File: config.mk
export PLATFORM = sky130hd
export DESIGN_NAME = alu_ctrl_decode
export DESIGN_NICKNAME = d
export VERILOG_FILES = /design/src/rtl/alu_ctrl_decode.sv
export SDC_FILE = /design/constraint.sdc
export NUM_CORES = 1
export LEC_CHECK = 0
export ABC_AREA = 1
export BUFFER_PORTS_ARGS = -buffer_cell sky130_fd_sc_hd__buf_2
export CAP_MARGIN = 25
export CORE_MARGIN = 8
export CORE_UTILIZATION = 30
export DETAILED_ROUTE_END_ITERATION = 10
export HOLD_SLACK_MARGIN = 0.02
export MAX_ROUTING_LAYER = met4
export PLACE_DENSITY = 0.52
export SLEW_MARGIN = 20
export SYNTH_ARGS = -nofsm -noshare
export SYNTH_HDL_FRONTEND = slang
export SYNTH_SLANG_ARGS = --single-unit
File: constraint.sdc
create_clock -name clk -period 8.8 [get_ports clk]
set_input_delay 1.32 -clock clk [delete_from_list [all_inputs] [get_ports clk]]
set_output_delay 1.32 -clock clk [all_outputs]
set_load 0.005 [all_outputs]
File: src/rtl/alu_ctrl_decode.sv
// RV32I decode stage: turns fetched words into ALU control, immediate and operand selects,
// registered at the ID/EX boundary behind a 2-entry skid buffer (or a single entry).
module alu_ctrl_decode #(
  parameter int XLEN    = 32,
  parameter bit EN_SKID = 1'b1
) (
  input  logic            clk,
  input  logic            rst,
  input  logic            flush,
  input  logic            in_valid,
  output logic            in_ready,
  input  logic [XLEN-1:0] in_instr,
  input  logic [XLEN-1:0] in_pc,
  output logic            out_valid,
  input  logic            out_ready,
  output logic [3:0]      out_alu_ctrl,
  output logic [XLEN-1:0] out_imm,
  output logic            out_use_imm,
  output logic            out_use_pc,
  output logic            out_illegal,
  output logic [XLEN-1:0] out_instr,
  output logic [XLEN-1:0] out_pc
);

  localparam logic [3:0] ALU_ADD    = 4'd0;
  localparam logic [3:0] ALU_SUB    = 4'd1;
  localparam logic [3:0] ALU_SLL    = 4'd2;
  localparam logic [3:0] ALU_SLT    = 4'd3;
  localparam logic [3:0] ALU_AND    = 4'd4;
  localparam logic [3:0] ALU_OR     = 4'd5;
  localparam logic [3:0] ALU_XOR    = 4'd6;
  localparam logic [3:0] ALU_SRL    = 4'd7;
  localparam logic [3:0] ALU_SRA    = 4'd8;
  localparam logic [3:0] ALU_SLTU   = 4'd9;
  localparam logic [3:0] ALU_PASS_B = 4'd10;

  localparam logic [6:0] OPC_OP     = 7'b0110011;
  localparam logic [6:0] OPC_OPIMM  = 7'b0010011;
  localparam logic [6:0] OPC_LUI    = 7'b0110111;
  localparam logic [6:0] OPC_AUIPC  = 7'b0010111;
  localparam logic [6:0] OPC_LOAD   = 7'b0000011;
  localparam logic [6:0] OPC_STORE  = 7'b0100011;
  localparam logic [6:0] OPC_BRANCH = 7'b1100011;
  localparam logic [6:0] OPC_JAL    = 7'b1101111;
  localparam logic [6:0] OPC_JALR   = 7'b1100111;

  typedef struct packed {
    logic [3:0]  alu;
    logic [31:0] imm;
    logic        use_imm;
    logic        use_pc;
    logic        illegal;
    logic [31:0] instr;
    logic [31:0] pc;
  } entry_t;

  typedef enum logic [1:0] {
    ST_EMPTY = 2'd0,
    ST_ONE   = 2'd1,
    ST_FULL  = 2'd2
  } state_t;

  function automatic logic [3:0] f3_alu(input logic [2:0] f3);
    logic [3:0] a;
    case (f3)
      3'b000:  a = ALU_ADD;
      3'b001:  a = ALU_SLL;
      3'b010:  a = ALU_SLT;
      3'b011:  a = ALU_SLTU;
      3'b100:  a = ALU_XOR;
      3'b101:  a = ALU_SRL;
      3'b110:  a = ALU_OR;
      3'b111:  a = ALU_AND;
      default: a = ALU_ADD;
    endcase
    return a;
  endfunction

  function automatic entry_t decode(input logic [31:0] instr, input logic [31:0] pc);
    entry_t      d;
    logic        bad;
    logic [2:0]  f3;
    logic [6:0]  f7;
    logic [31:0] imm_i, imm_s, imm_b, imm_u, imm_j, shamt;
    f3    = instr[14:12];
    f7    = instr[31:25];
    imm_i = {{20{instr[31]}}, instr[31:20]};
    imm_s = {{20{instr[31]}}, instr[31:25], instr[11:7]};
    imm_b = {{19{instr[31]}}, instr[31], instr[7], instr[30:25], instr[11:8], 1'b0};
    imm_u = {instr[31:12], 12'h000};
    imm_j = {{11{instr[31]}}, instr[31], instr[19:12], instr[20], instr[30:21], 1'b0};
    shamt = {27'd0, instr[24:20]};
    d       = '0;
    d.instr = instr;
    d.pc    = pc;
    bad     = 1'b0;
    case (instr[6:0])
      OPC_OP: begin
        if (f7 == 7'b0000000) begin
          d.alu = f3_alu(f3);
        end else if (f7 == 7'b0100000 && f3 == 3'b000) begin
          d.alu = ALU_SUB;
        end else if (f7 == 7'b0100000 && f3 == 3'b101) begin
          d.alu = ALU_SRA;
        end else begin
          bad = 1'b1;
        end
      end
      OPC_OPIMM: begin
        d.use_imm = 1'b1;
        d.alu     = f3_alu(f3);
        // shift immediates carry only the shamt; instr[31:25] picks the shift flavour
        if (f3 == 3'b001) begin
          d.imm = shamt;
          bad   = (f7 != 7'b0000000);
        end else if (f3 == 3'b101) begin
          d.imm = shamt;
          if (f7 == 7'b0000000) begin
            d.alu = ALU_SRL;
          end else if (f7 == 7'b0100000) begin
            d.alu = ALU_SRA;
          end else begin
            bad = 1'b1;
          end
        end else begin
          d.imm = imm_i;
        end
      end
      OPC_LUI:   begin d.alu = ALU_PASS_B; d.use_imm = 1'b1; d.imm = imm_u; end
      OPC_AUIPC: begin d.use_pc = 1'b1; d.use_imm = 1'b1; d.imm = imm_u; end
      OPC_LOAD:  begin d.use_imm = 1'b1; d.imm = imm_i; end
      OPC_STORE: begin d.use_imm = 1'b1; d.imm = imm_s; end
      OPC_BRANCH: begin
        d.imm = imm_b;
        case (f3)
          3'b000, 3'b001: d.alu = ALU_SUB;
          3'b100, 3'b101: d.alu = ALU_SLT;
          3'b110, 3'b111: d.alu = ALU_SLTU;
          default:        bad   = 1'b1;
        endcase
      end
      OPC_JAL:   begin d.use_pc = 1'b1; d.use_imm = 1'b1; d.imm = imm_j; end
      OPC_JALR:  begin d.use_imm = 1'b1; d.imm = imm_i; bad = (f3 != 3'b000); end
      default:   bad = 1'b1;
    endcase
    if (bad) begin
      d.alu     = ALU_ADD;
      d.imm     = 32'h0000_0000;
      d.use_imm = 1'b0;
      d.use_pc  = 1'b0;
      d.illegal = 1'b1;
    end else begin
      d.illegal = 1'b0;
    end
    return d;
  endfunction

  state_t state_r, state_s;
  entry_t m_r, m_s, s_r, s_s, dec_s;
  logic   in_ready_r, out_valid_r;
  logic   in_xfer_s, out_xfer_s;

  assign in_ready   = EN_SKID ? in_ready_r : (!out_valid_r || out_ready);
  assign in_xfer_s  = in_valid && in_ready;
  assign out_xfer_s = out_valid_r && out_ready;

  // decode and buffer next-state; with EN_SKID=0 the FULL state is unreachable
  always_comb begin
    dec_s   = decode(in_instr, in_pc);
    state_s = state_r;
    m_s     = m_r;
    s_s     = s_r;
    if (flush) begin
      state_s = ST_EMPTY;
    end else begin
      case (state_r)
        ST_EMPTY: begin
          if (in_xfer_s) begin
            m_s     = dec_s;
            state_s = ST_ONE;
          end else begin
            state_s = ST_EMPTY;
          end
        end
        ST_ONE: begin
          if (in_xfer_s && out_xfer_s) begin
            m_s = dec_s;
          end else if (in_xfer_s) begin
            s_s     = dec_s;
            state_s = ST_FULL;
          end else if (out_xfer_s) begin
            state_s = ST_EMPTY;
          end else begin
            state_s = ST_ONE;
          end
        end
        ST_FULL: begin
          if (out_xfer_s) begin
            m_s     = s_r;
            state_s = ST_ONE;
          end else begin
            state_s = ST_FULL;
          end
        end
        default: state_s = ST_EMPTY;
      endcase
    end
  end

  // state, entries and registered handshake flags
  always_ff @(posedge clk or posedge rst) begin
    if (rst) begin
      state_r     <= ST_EMPTY;
      m_r         <= '0;
      s_r         <= '0;
      out_valid_r <= 1'b0;
      in_ready_r  <= 1'b1;
    end else begin
      state_r     <= state_s;
      m_r         <= m_s;
      s_r         <= s_s;
      out_valid_r <= (state_s != ST_EMPTY);
      in_ready_r  <= (state_s != ST_FULL);
    end
  end

  assign out_valid    = out_valid_r;
  assign out_alu_ctrl = m_r.alu;
  assign out_imm      = m_r.imm;
  assign out_use_imm  = m_r.use_imm;
  assign out_use_pc   = m_r.use_pc;
  assign out_illegal  = m_r.illegal;
  assign out_instr    = m_r.instr;
  assign out_pc       = m_r.pc;

endmodule

# [Word level (Yosys, flattened, before mapping)]
# Memory sizes are Yosys's and may differ from the RTL's.
# Index checks and enable logic that the tools add are counted.
[word_totals] rom_bits=64 out_inout_bits=105 inputBits=69 regBits=210 word_cells=101 n_memories=2
[op_classes] reduce_logical=23 bitwise=2 mux=36 n_eq_ne=21
[mem_list] name="(no name shown)" depth=8 width=4 read_ports=1 rd_clocked_by_memory_dff=0 write_ports=0 line_no="65" source="case (f3)"
[mem_list] name="(no name shown)" depth=8 width=4 read_ports=1 rd_clocked_by_memory_dff=0 write_ports=0 line_no="65"
[op_table] operator="two-way mux 103 bit" n=3
[op_table] operator="case mux 103 bit (3 select lines)" n=1
[op_table] operator="case mux 32 bit (6 select lines)" n=1
[op_table] operator="two-way mux 32 bit" n=2
[op_table] operator="two-way mux 38 bit" n=1
[op_table] operator="equality test 7 x 6 -> 1 bit (second input constant)" n=4
[op_table] operator="two-way mux 4 bit" n=7
[op_table] operator="equality test 7 bit (second input constant)" n=3
[op_table] operator="case mux 4 bit (4 select lines)" n=1
[op_table] operator="equality test 7 x 5 -> 1 bit (second input constant)" n=2
[op_table] operator="two-way mux 1 bit" n=13
[op_table] operator="equality test 3 bit (second input constant)" n=4
[op_table] operator="case mux 4 bit (3 select lines)" n=1
[op_table] operator="OR reduction 2 bit" n=6
[op_table] operator="two-way mux 2 bit" n=4
[op_table] operator="!= test 2 bit (second input constant)" n=4
[op_table] operator="equality test 7 x 2 -> 1 bit (second input constant)" n=1
[op_table] operator="zero test 7 bit" n=1
[op_table] operator="nonzero test 7 bit" n=1
[op_table] operator="OR reduction 7 bit" n=1
[op_table] operator="case mux 2 bit (3 select lines)" n=1
[op_table] operator="nonzero test 3 bit" n=2
[op_table] operator="OR reduction 6 bit" n=1
[op_table] operator="logical AND 1 bit" n=5
[op_table] operator="11 further kinds" n=12

# [Depth between registers and ports, before layout]
# Gate-level depths: netlist (run 1).
[logic_depth] word_depth=9 depth_mapped=14 mapped_depth_nobuf=13

# [Worst setup path before layout (run 1)]
# OpenSTA, ideal clock, no wires.
[synth_path] kind="input to register" from="in in_instr[13]" to="reg m_r, in the netlist out_imm[12]" setup_time_ns=0.066 slack_ns=6.109 t_required_ns=8.734 arrival_time_ns=2.625 path_buffers=1 stages=14 cell_sequence="inv_1 -> ha_1 -> inv_1 -> nor2_1 -> nand3b_1 -> nand2_1 -> inv_1 -> nand3_2 -> nor2_8 -> buf_6 -> nand2_2 -> nand2_1 -> nand2_1 -> nand2_1"
[synth_via] elab_chain_cells=9 elab_cells_between_ends=24 cone_classes="eq/ne (5); mux (14); reduce/logical (5)"
[synth_rtl] item="start: declaration" line_no="12" source="input logic [XLEN-1:0] in_instr,"
[synth_rtl] item="equality test 3 bit" line_no="103, 116, 135"
[synth_rtl] item="logical AND 1 bit" line_no="103" source="end else if (f7 == 7'b0100000 && f3 == 3'b101) begin"
[synth_rtl] item="two-way mux 1 bit" line_no="103"
[synth_rtl] item="two-way mux 1 bit" line_no="101" source="end else if (f7 == 7'b0100000 && f3 == 3'b000) begin"
[synth_rtl] item="two-way mux 1 bit" line_no="99" source="if (f7 == 7'b0000000) begin"
[synth_rtl] item="case mux 1 bit (5 select lines)" line_no="97" source="case (instr[6:0])"
[synth_rtl] item="two-way mux 38 bit *" line_no="146" source="if (bad) begin"
[synth_rtl] item="two-way mux 103 bit (on tied branches)" line_no="186, 178"
[synth_rtl] item="case mux 103 bit (3 select lines) *" line_no="176" source="case (state_r)"
[synth_rtl] item="end signal: assignment" line_no="220" source="m_r <= m_s;"
[synth_rtl] item="end: declaration" line_no="159" source="entry_t m_r, m_s, s_r, s_s, dec_s;"
# Mark *: on every way between the ends. The rest lies on a longest branch, timed or not. The select of a mux whose other input is x is not followed.
# A chain may end at the register's enable or synchronous reset.

# [Worst setup path after layout (run 1)]
[layout_path] from="in in_instr[13]" to="reg s_r[98] (netlist bit)"
[layout_via] elab_chain_cells=7 elab_cells_between_ends=21 cone_classes="eq/ne (5); mux (11); reduce/logical (5)"
[layout_rtl] item="equality test 3 bit" line_no="103, 116, 135"
[layout_rtl] item="logical AND 1 bit" line_no="103"
[layout_rtl] item="two-way mux 1 bit" line_no="103"
[layout_rtl] item="two-way mux 1 bit" line_no="101"
[layout_rtl] item="two-way mux 1 bit" line_no="99"
[layout_rtl] item="case mux 1 bit (5 select lines)" line_no="97"
[layout_rtl] item="two-way mux 38 bit *" line_no="146"
[layout_rtl] item="end signal: assignment" line_no="221" source="s_r <= s_s;"
[layout_rtl] item="end: declaration" line_no="159"
# Mark *: on every way between the ends. The rest lies on a longest branch, timed or not.

==> impl_metrics.tcl, run 1 <==
set metrics [dict create \
    max_cap_viol_count 0 \
    drc_errors 0 \
    final_cell_mix "469 x nand2_1, 213 x o21ai_0, 209 x dfrtp_1" \
    layout.nets 1482 \
    final-hold-violation-count 0 \
    post-route-period-util 0.3386 \
    globalplace.congestion 0.8575 \
    start_util 0.3033 \
    layout_commonest_cell "nand2_1" \
    cts_resized 0 \
    ys_ff_latch 210 \
    core_um2 32370 \
    ys_types 26 \
    grt-ovfl-total 0 \
    wl_per_cell_um 15.54 \
    critPathLaunchType "input port" \
    cpPeakStageDelay_ps 470 \
    postPlaceCellArea_um2 11070 \
    status "completed" \
    via_count 8391 \
    cp_slowest_cell "nor2_8" \
    cts_buffer_depth 3 \
    hold_buffers 0 \
    synth_cells 1271 \
    place.port_buffers 173 \
    rsz0062_at_grt "false" \
    drive_gt1_frac 0.1826 \
    async_flop_share 1.000 \
    stdcell_area_um2 11960 \
    tightest_slew_ps 872.3 \
    arrival_ps 3420 \
    clkSinkCount 210 \
    grt_pass1_wl_um 46720 \
    fp-row-count 66 \
    worst_path_most_repeated_cell "inv_1" \
    crit_chain "buf_2 -> inv_1 -> ha_1 -> inv_1 -> nor2_1 -> nand3b_1 -> nand2_1 -> inv_1 -> nand3_2 -> nor2_8 -> nand3_1 -> o21ai_0" \
    synth-edff-count 0 \
    max_freq_mhz 335.6 \
    yosysWarnings 0 \
    powerDensity_nw_per_um2 264.5 \
    grt_max_degree 104 \
    die_y_um 196.9 \
    slew_viol_final 0 \
    ir_drop_uv 165.5 \
    hold_depth 2 \
    p_leak_nw 6.414 \
    syn_area_per_cell_um2 7.726 \
    insertion_delay_ps 530 \
    cts_tree "built" \
    io_pins 174 \
    min_path_type "register to register" \
    worst-r2r-cell-count 8 \
    end_kind "register" \
    relSlewSlack 0.4185 \
    numCtsBuffers 26 \
    finalSetupViolations 0 \
    syn2layout_area_growth_pct 21.80 \
    htree_levels 1 \
    synth-seq-area-share 0.5353 \
    drt-vias-per-instance 4.473 \
    power.total_w 0.003163 \
    synthesis.area_um2 9819 \
    skew_ps 13.25 \
    dp.cells 1822 \
    wl_um 29150 \
    synth_nets 1343 \
    cts_setup_buffers 0 \
    instances_no_fill 1876 \
    fp.dieW_um 196.9 \
    dp_hpwl_um 20060 \
    drt_pass1_iterations 5 \
    dieArea_um2 38780 \
    fin_crit_ps 2980 \
    clk_pin_slew_ps 60 \
    track_usage 0.1540 \
    worstPathRequired_ps 9240 \
    synth_ff_type "dfrtp_1" \
    crit_type "input port to register" \
    drtIter0Drc 642 \
    antenna_found_initial 5 \
    clockRootBuffer "clkbuf_16" \
    cp_max_fo 36 \
    grt_pass1_vias 8108 \
    ant_nets 0 \
    tns_ps 0 \
    timing.hold.ws_ps 472.8 \
]
cell usage after synthesis (3+ instances only):
cell,count,area [um2]
inv_2,6,22.52
o21ai_1,31,155.2
nor2_2,4,25.02
nand2_2,13,81.33
buf_1,5,18.77
a21oi_1,4,20.02
inv_1,79,296.5
nand3b_1,4,30.03
nand4_1,6,37.54
nor2_4,6,67.56
o21ai_0,213,1066
dfrtp_1,209,5230
buf_6,4,45.04
nor2_1,102,382.9
nand3_1,33,165.2
clkbuf_1,60,225.2
ha_1,3,37.54
nand2_1,471,1768
o211ai_1,6,45.04
nor3_1,3,15.01
buf_2,3,15.01
kinds of logic after synthesis:
kind of cell    Yosys count  synth area share
compound gates          254            0.1310
fa+ha+maj                 3          0.003823
buf+inv                 159           0.06422
flops                   210            0.5353
simple gates            645            0.2657
critical path: cells and delay by family:
| family | cells | cell delay, ps |
|---|---|---|
| AND/OR/NAND/NOR | 6 | 1250 |
| buffers and inverters | 4 | 470 |
| AO/OA/AOI/OAI | 1 | 190 |
| adder cells (fa/ha/maj) | 1 | 180 |
through the flow:
step                        util  setup WS, ps
after detailed placement  0.3419          5259
after global routing      0.3695          5514
after CTS                 0.3674          5814
after global placement    0.3401          4982
final                     0.3695          5820
after floorplan                -          1744
sequential cells by signal (all words and copies together), names as in the netlist, 2 cells and up:
| name | cells |
|---|---|
| out_imm | 32 |
| out_instr | 32 |
| out_alu_ctrl | 4 |
| s_r | 103 |
| state_r | 2 |
| out_pc | 32 |
final cells by class:
class	count	area [um2]
clock inverter	6	36.28
tap	442	553.0
timing repair buffer	183	1021
clock buffer	41	788.3
multi-input combinational	902	3955
fill	3459	20410
sequential	210	5256
inverter	87	337.8
antenna	5	12.51
power breakdown:
group	internal (W)	total (W)	switching, W
combinational	0.000287	0.000718	0.000432
sequential	0.00128	0.00141	0.000136
clock	0.000611	0.00103	0.000421
total	0.00217	0.00316	0.000989
routing by layer:
metal,up-vias,track usage,share of wire
met2,178,0.2375,0.45
met1,3876,0.2097,0.48
met3,32,0.02712,0.051
met5,-,-,0
met4,0,0.03371,0.021
li1,4305,-,-
final timing paths:
path | slack (ps) | end | from
setup / recovery | 5820 | s_r[98] | in_instr[13]
hold / removal | 470 | out_imm[20] | out_imm[20]
setup reg to reg | 6400 | out_illegal | state_r[1]
hold reg to reg | 470 | out_imm[20] | out_imm[20]
max in group asynchronous | 6690 | out_instr[11] | rst
min in group asynchronous | 870 | out_imm[15] | rst
No activity file was read; power rests on OpenSTA's default activity.
==> run 2, diff against run 1 <==
- clock period: 8.8 -> 3.1 ns (I/O delays scaled with it)
==> run 2 against run 1 <==
Effect of this change: core utilization is 0.081 points lower; largest power group unchanged; hold slack worse by 400 ps; die area is the same.
==> impl_metrics.tcl, run 2 (synthesis gave the netlist of run 1 again) <==
set metrics [dict create \
    postLayoutCoreUtil 0.3687 \
    p_leak_nw 6.408 \
    worstPathRequired_ps 3480 \
    powerDensity_nw_per_um2 747.6 \
    finalSetupViolations 0 \
    status "completed" \
    fillerInstances 3462 \
    slew_viol_final 0 \
    relSlewSlack 0.3085 \
    dp_hpwl_um 20210 \
    ff_latch_area_um2 5256 \
    drt_pass1_iterations 5 \
    grt-ovfl-total 0 \
    clkSinkCount 210 \
    grt_max_degree 152 \
    hold_buffers 0 \
    syn2layout_area_growth_pct 21.53 \
    multi_input_area_um2 3955 \
    post-route-period-util 0.6794 \
    via_count 8433 \
    drtIter0Drc 466 \
    globalplace.congestion 0.8634 \
    instances_no_fill 1875 \
    place.port_buffers 173 \
    cts_resized 0 \
    htree_levels 1 \
    drt-vias-per-instance 4.498 \
    arrival_ps 2480 \
    end_kind "register" \
    rsz0062_at_grt "false" \
    cts_buffer_depth 3 \
    cts_setup_buffers 0 \
    insertion_delay_ps 520 \
    grt_pass1_wl_um 47290 \
    layout_commonest_cell "nand2_1" \
    tightest_slew_ps 1037 \
    wl_um 29190 \
    fp-row-count 66 \
    ant_nets 0 \
    fp.dieW_um 196.9 \
    drive_gt1_frac 0.1859 \
    final_cell_mix "469 x nand2_1, 213 x o21ai_0, 209 x dfrtp_1" \
    timing.hold.ws_ps 72.97 \
    dp.cells 1827 \
    dieArea_um2 38780 \
    antenna_found_initial 1 \
    critPathLaunchType "register" \
    cts_tree "built" \
    max_cap_viol_count 0 \
    layout.nets 1484 \
    numCtsBuffers 25 \
    start_util 0.3033 \
    largest_reg_flops 103 \
    final-hold-violation-count 0 \
    regMostFlops "s_r" \
    fin_crit_ps 2106 \
    io_pins 174 \
    wl_per_cell_um 15.57 \
    clk_pin_slew_ps 60 \
    core_um2 32370 \
    grt_pass1_vias 8239 \
    crit_type "register to register" \
    track_usage 0.1552 \
    pre_cts_ws_ps 537.2 \
    clockRootBuffer "clkbuf_16" \
    cp_max_fo 55 \
    tns_ps 0 \
    die_y_um 196.9 \
    ir_drop_uv 408.2 \
    max_freq_mhz 474.8 \
    setup_ws_ps 993.9 \
    drc_errors 0 \
    skew_ps 8.898 \
    min_path_type "input port to asynchronous set/reset pin" \
]
==> run 2: per-layer routing <==
| layer | vias up | global-route usage | share of wire |
|---|---|---|---|
| li1 | 4295 | - | - |
| met1 | 3955 | 0.2131 | 0.49 |
| met2 | 153 | 0.2408 | 0.46 |
| met3 | 30 | 0.02388 | 0.042 |
| met4 | 0 | 0.03204 | 0.015 |
| met5 | - | - | 0 |
==> run 2: worst max-delay path, stage by stage (launching register included) <==
cell,delay (ps)
dfstp_2,540
nand2_1,100
a21oi_1,250
nand2_4,390
buf_4,450
nand2_1,110
o21ai_0,80
==> run 2: final timing paths <==
path                        startpoint             to  slack (ps)  cells past startpoint
setup reg to reg              in_ready     out_pc[22]         990                      6
hold reg to reg            out_imm[14]    out_imm[14]         470                      2
hold / removal                     rst  out_instr[28]          70                      3
setup / recovery              in_ready     out_pc[22]         990                      6
max in group asynchronous          rst        s_r[93]        2130                      3
min in group clk             in_pc[20]        s_r[20]         160                      3
==> run 2: through the flow <==
step	cell area [um2]	total power [W]
5_1_grt	11930	0.009611
2_1_floorplan	9823	0.005159
3_3_place_gp	11120	0.006115
3_5_place_dp	11120	0.006161
4_1_cts	11930	0.009121
6_report	11930	0.008922
==> run 2: power by group <==
group          leakage (nW)  switching (W)  total, W  internal [W]
sequential             2.70       0.000387   0.00401       0.00362
clock                 0.400        0.00117   0.00286       0.00169
combinational          3.30        0.00123   0.00205      0.000815
total                  6.41        0.00279   0.00892       0.00613
==> run 2: layout make-up <==
cell class | instances | share of cell area
inverters | 87 | 0.02778
repair buffers | 186 | 0.08597
flip-flops and latches | 210 | 0.4405
multi-input cells | 902 | 0.3314
clock inverters | 11 | 0.007863
well taps | 442 | 0.04634
diodes | 2 | 0.0004194
clock buffers | 35 | 0.05976
==> run 3, diff against run 2 <==
- ABC_AREA: 1 -> 0
- clock period: 3.1 -> 2 ns (I/O delays scaled with it)
==> run 3 against run 2 <==
Effect of this change: register-to-register slack worse by 920 ps; clock-buffer cell count stayed put; non-clock buffer count increased by 107; sequential power is 55% higher; sequential cell count stayed put; global-route usage increased by 0.32 points; hold slack worse by 27 ps; combinational power increased by 56%; routed wire length up 0.87%; first-iteration DRC count rose by 23%; via count down 4.2%; fmax grew 9.5%; critical path type unchanged; largest cell class unchanged.
==> impl_metrics.tcl, run 3 <==
set metrics [dict create \
    io_pins 174 \
    syn2layout_area_growth_pct 32.28 \
    max_freq_mhz 520.1 \
    skew_ps 7.255 \
    cp_max_fo 23 \
    cts_tree "built" \
    grt-ovfl-total 0 \
    switching_share 0.2918 \
    post-route-period-util 0.9613 \
    timing.hold.ws_ps 45.57 \
    rsz0062_at_grt "true" \
    drt-vias-per-instance 4.952 \
    status "completed" \
    dp_hpwl_um 20430 \
    final-hold-violation-count 0 \
    p_leak_nw 5.654 \
    fillerInstances 3116 \
    cts_buffer_depth 3 \
    internal-power_w 0.009665 \
    clockRootBuffer "clkbuf_16" \
    power.total_w 0.01365 \
    htree_levels 1 \
    synth-edff-count 0 \
    p_seq_frac 0.455 \
    pwr-share-clk 0.310 \
    dieArea_um2 37490 \
    ir_drop_uv 600.2 \
    async_flop_share 1.000 \
    pwr-share-comb 0.234 \
    layout.nets 1283 \
    relSlewSlack 0.5440 \
    clkSinkCount 210 \
    die_y_um 193.6 \
    antenna_found_initial 1 \
    stdcell_area_um2 12520 \
    via_count 8081 \
    drc_errors 0 \
    ys_ff_latch 210 \
    drt_pass1_iterations 5 \
    arrival_ps 2380 \
    synth-seq-area-share 0.5554 \
    dp.cells 1557 \
    largest_reg_flops 103 \
    regMostFlops "s_r" \
    drtIter0Drc 573 \
    final_cell_mix "209 x dfrtp_1, 195 x nand2_1, 173 x buf_2" \
    grt_pass1_wl_um 47490 \
    postLayoutCoreUtil 0.3998 \
    finalSetupViolations 0 \
    ant_nets 0 \
    min_path_type "input port to register" \
    core_um2 31310 \
    max_cap_viol_count 0 \
    powerDensity_nw_per_um2 1090 \
    insertion_delay_ps 520 \
    synth_top_area_cell "dfrtp_1" \
    end_kind "register" \
    multi_input_area_um2 3881 \
    grt_pass1_vias 8067 \
    clk_pin_slew_ps 60 \
    start_util 0.3023 \
    fp-row-count 65 \
    layout_commonest_cell "dfrtp_1" \
    synth_common_cells "209 x dfrtp_1, 195 x nand2_1, 113 x nor2_1, 66 x a31oi_1, 65 x a21oi_1" \
    yosysWarnings 0 \
    switchingPower_w 0.003983 \
    synth_nets 1035 \
    tightest_slew_ps 679.4 \
    fp.dieW_um 193.6 \
    drive_gt1_frac 0.3192 \
    numCtsBuffers 24 \
    synth_cells 963 \
    ff_latch_area_um2 5256 \
    fin_crit_ps 1923 \
    instances_no_fill 1632 \
    grt_max_degree 74 \
    syn_area_per_cell_um2 9.828 \
    postPlaceCellArea_um2 11450 \
    crit_type "register to register" \
    slew_viol_final 0 \
    wl_per_cell_um 18.04 \
    synth_area_leaders "dfrtp_1 55%, nand2_1 7.7%, mux2_2 7.3%" \
    wl_um 29440 \
    place.port_buffers 173 \
    synth_ff_type "dfrtp_1" \
    track_usage 0.1585 \
    worstPathRequired_ps 2450 \
    globalplace.congestion 0.8908 \
    synthesis.area_um2 9464 \
    critPathLaunchType "register" \
    yosysTopAreaCellShare 0.5526 \
    ys_types 64 \
    yosysMostFrequentCell "dfrtp_1" \
]
## run 3: changes by cell type in the layout (fill, tap and decap cells not counted), sizes merged, moves of 30 or more
cell,before,now
inv,86,7
a21oi,4,65
a31oi,0,66
buf,186,263
dlygate4sd3,0,30
nand2,484,195
mux2,0,61
o21ai,244,51
## run 3: worst paths after layout
check,start,endpoint,slack (ps),cells after the start
max in group asynchronous,rst,out_pc[19],860,5
min,in_pc[16],s_r[16],50,2
max,in_ready,s_r[75],80,7
min reg2reg,s_r[93],s_r[93],480,2
max reg2reg,in_ready,s_r[75],80,7
min in group asynchronous,rst,out_imm[31],350,3
## run 3: final cells by class
cell class / instances / share of cell area
timing repair buffer: 293 / 0.1661
sequential: 210 / 0.4198
clock buffer: 35 / 0.05697
inverter: 8 / 0.002998
antenna: 2 / 0.0003998
multi-input combinational: 674 / 0.3100
tap: 402 / 0.04018
clock inverter: 8 / 0.003498
## run 3: per-layer routing
layer,part of all wire,up-vias,global-route usage
met5,0,-,-
met4,0.0098,0,0.02794
met3,0.050,24,0.02916
met2,0.46,184,0.2503
met1,0.48,4003,0.2129
li1,-,3870,-
## run 3: critical path, stage by stage, from the launching register on
cell and delay (ps):
dfstp_2 550, nand3b_1 140, nor2_1 200, nand3_4 140, buf_12 190, nor3_1 290
buf_4 210, a22o_1 140
## run 3: cells by family after synthesis
family | count (synthesis) | share of synthesized area
multiplexers | 63 | 0.07470
AND/OR/NAND/NOR | 364 | 0.1658
buffers and inverters | 79 | 0.04283
AO/OA/AOI/OAI | 244 | 0.1573
flip-flops | 210 | 0.5554
adder cells (fa/ha/maj) | 3 | 0.003967
## run 3: power groups by stage
stage / sequential, W / combinational (W) / clock (W)
floorplan: 0.00624 / 0.00171 / 0
global placement: 0.00625 / 0.00318 / 0
detailed placement: 0.00629 / 0.00323 / 0
CTS: 0.00623 / 0.00328 / 0.00439
global route: 0.00639 / 0.00358 / 0.00453
finish: 0.00621 / 0.00320 / 0.00423
## run 3: through the flow
step / worst slack, ps / setup TNS (ps)
final: 77.40 / 0
after global routing: -4.410 / -4.410
after CTS: 21.90 / 0
after detailed placement: -326.4 / -20030
after global placement: -281.6 / -17120
after floorplan: -1027 / -216630
## run 3: timing repair
| item | 4_1_cts | 5_1_grt |
|---|---|---|
| hold buffers | 30 | 0 |
| endpoints found under the hold margin | 56 | 0 |
| buffers inserted | 0 | 0 |
| setup endpoints to repair | 0 | 97 |
| resized for setup | 0 | 1 |
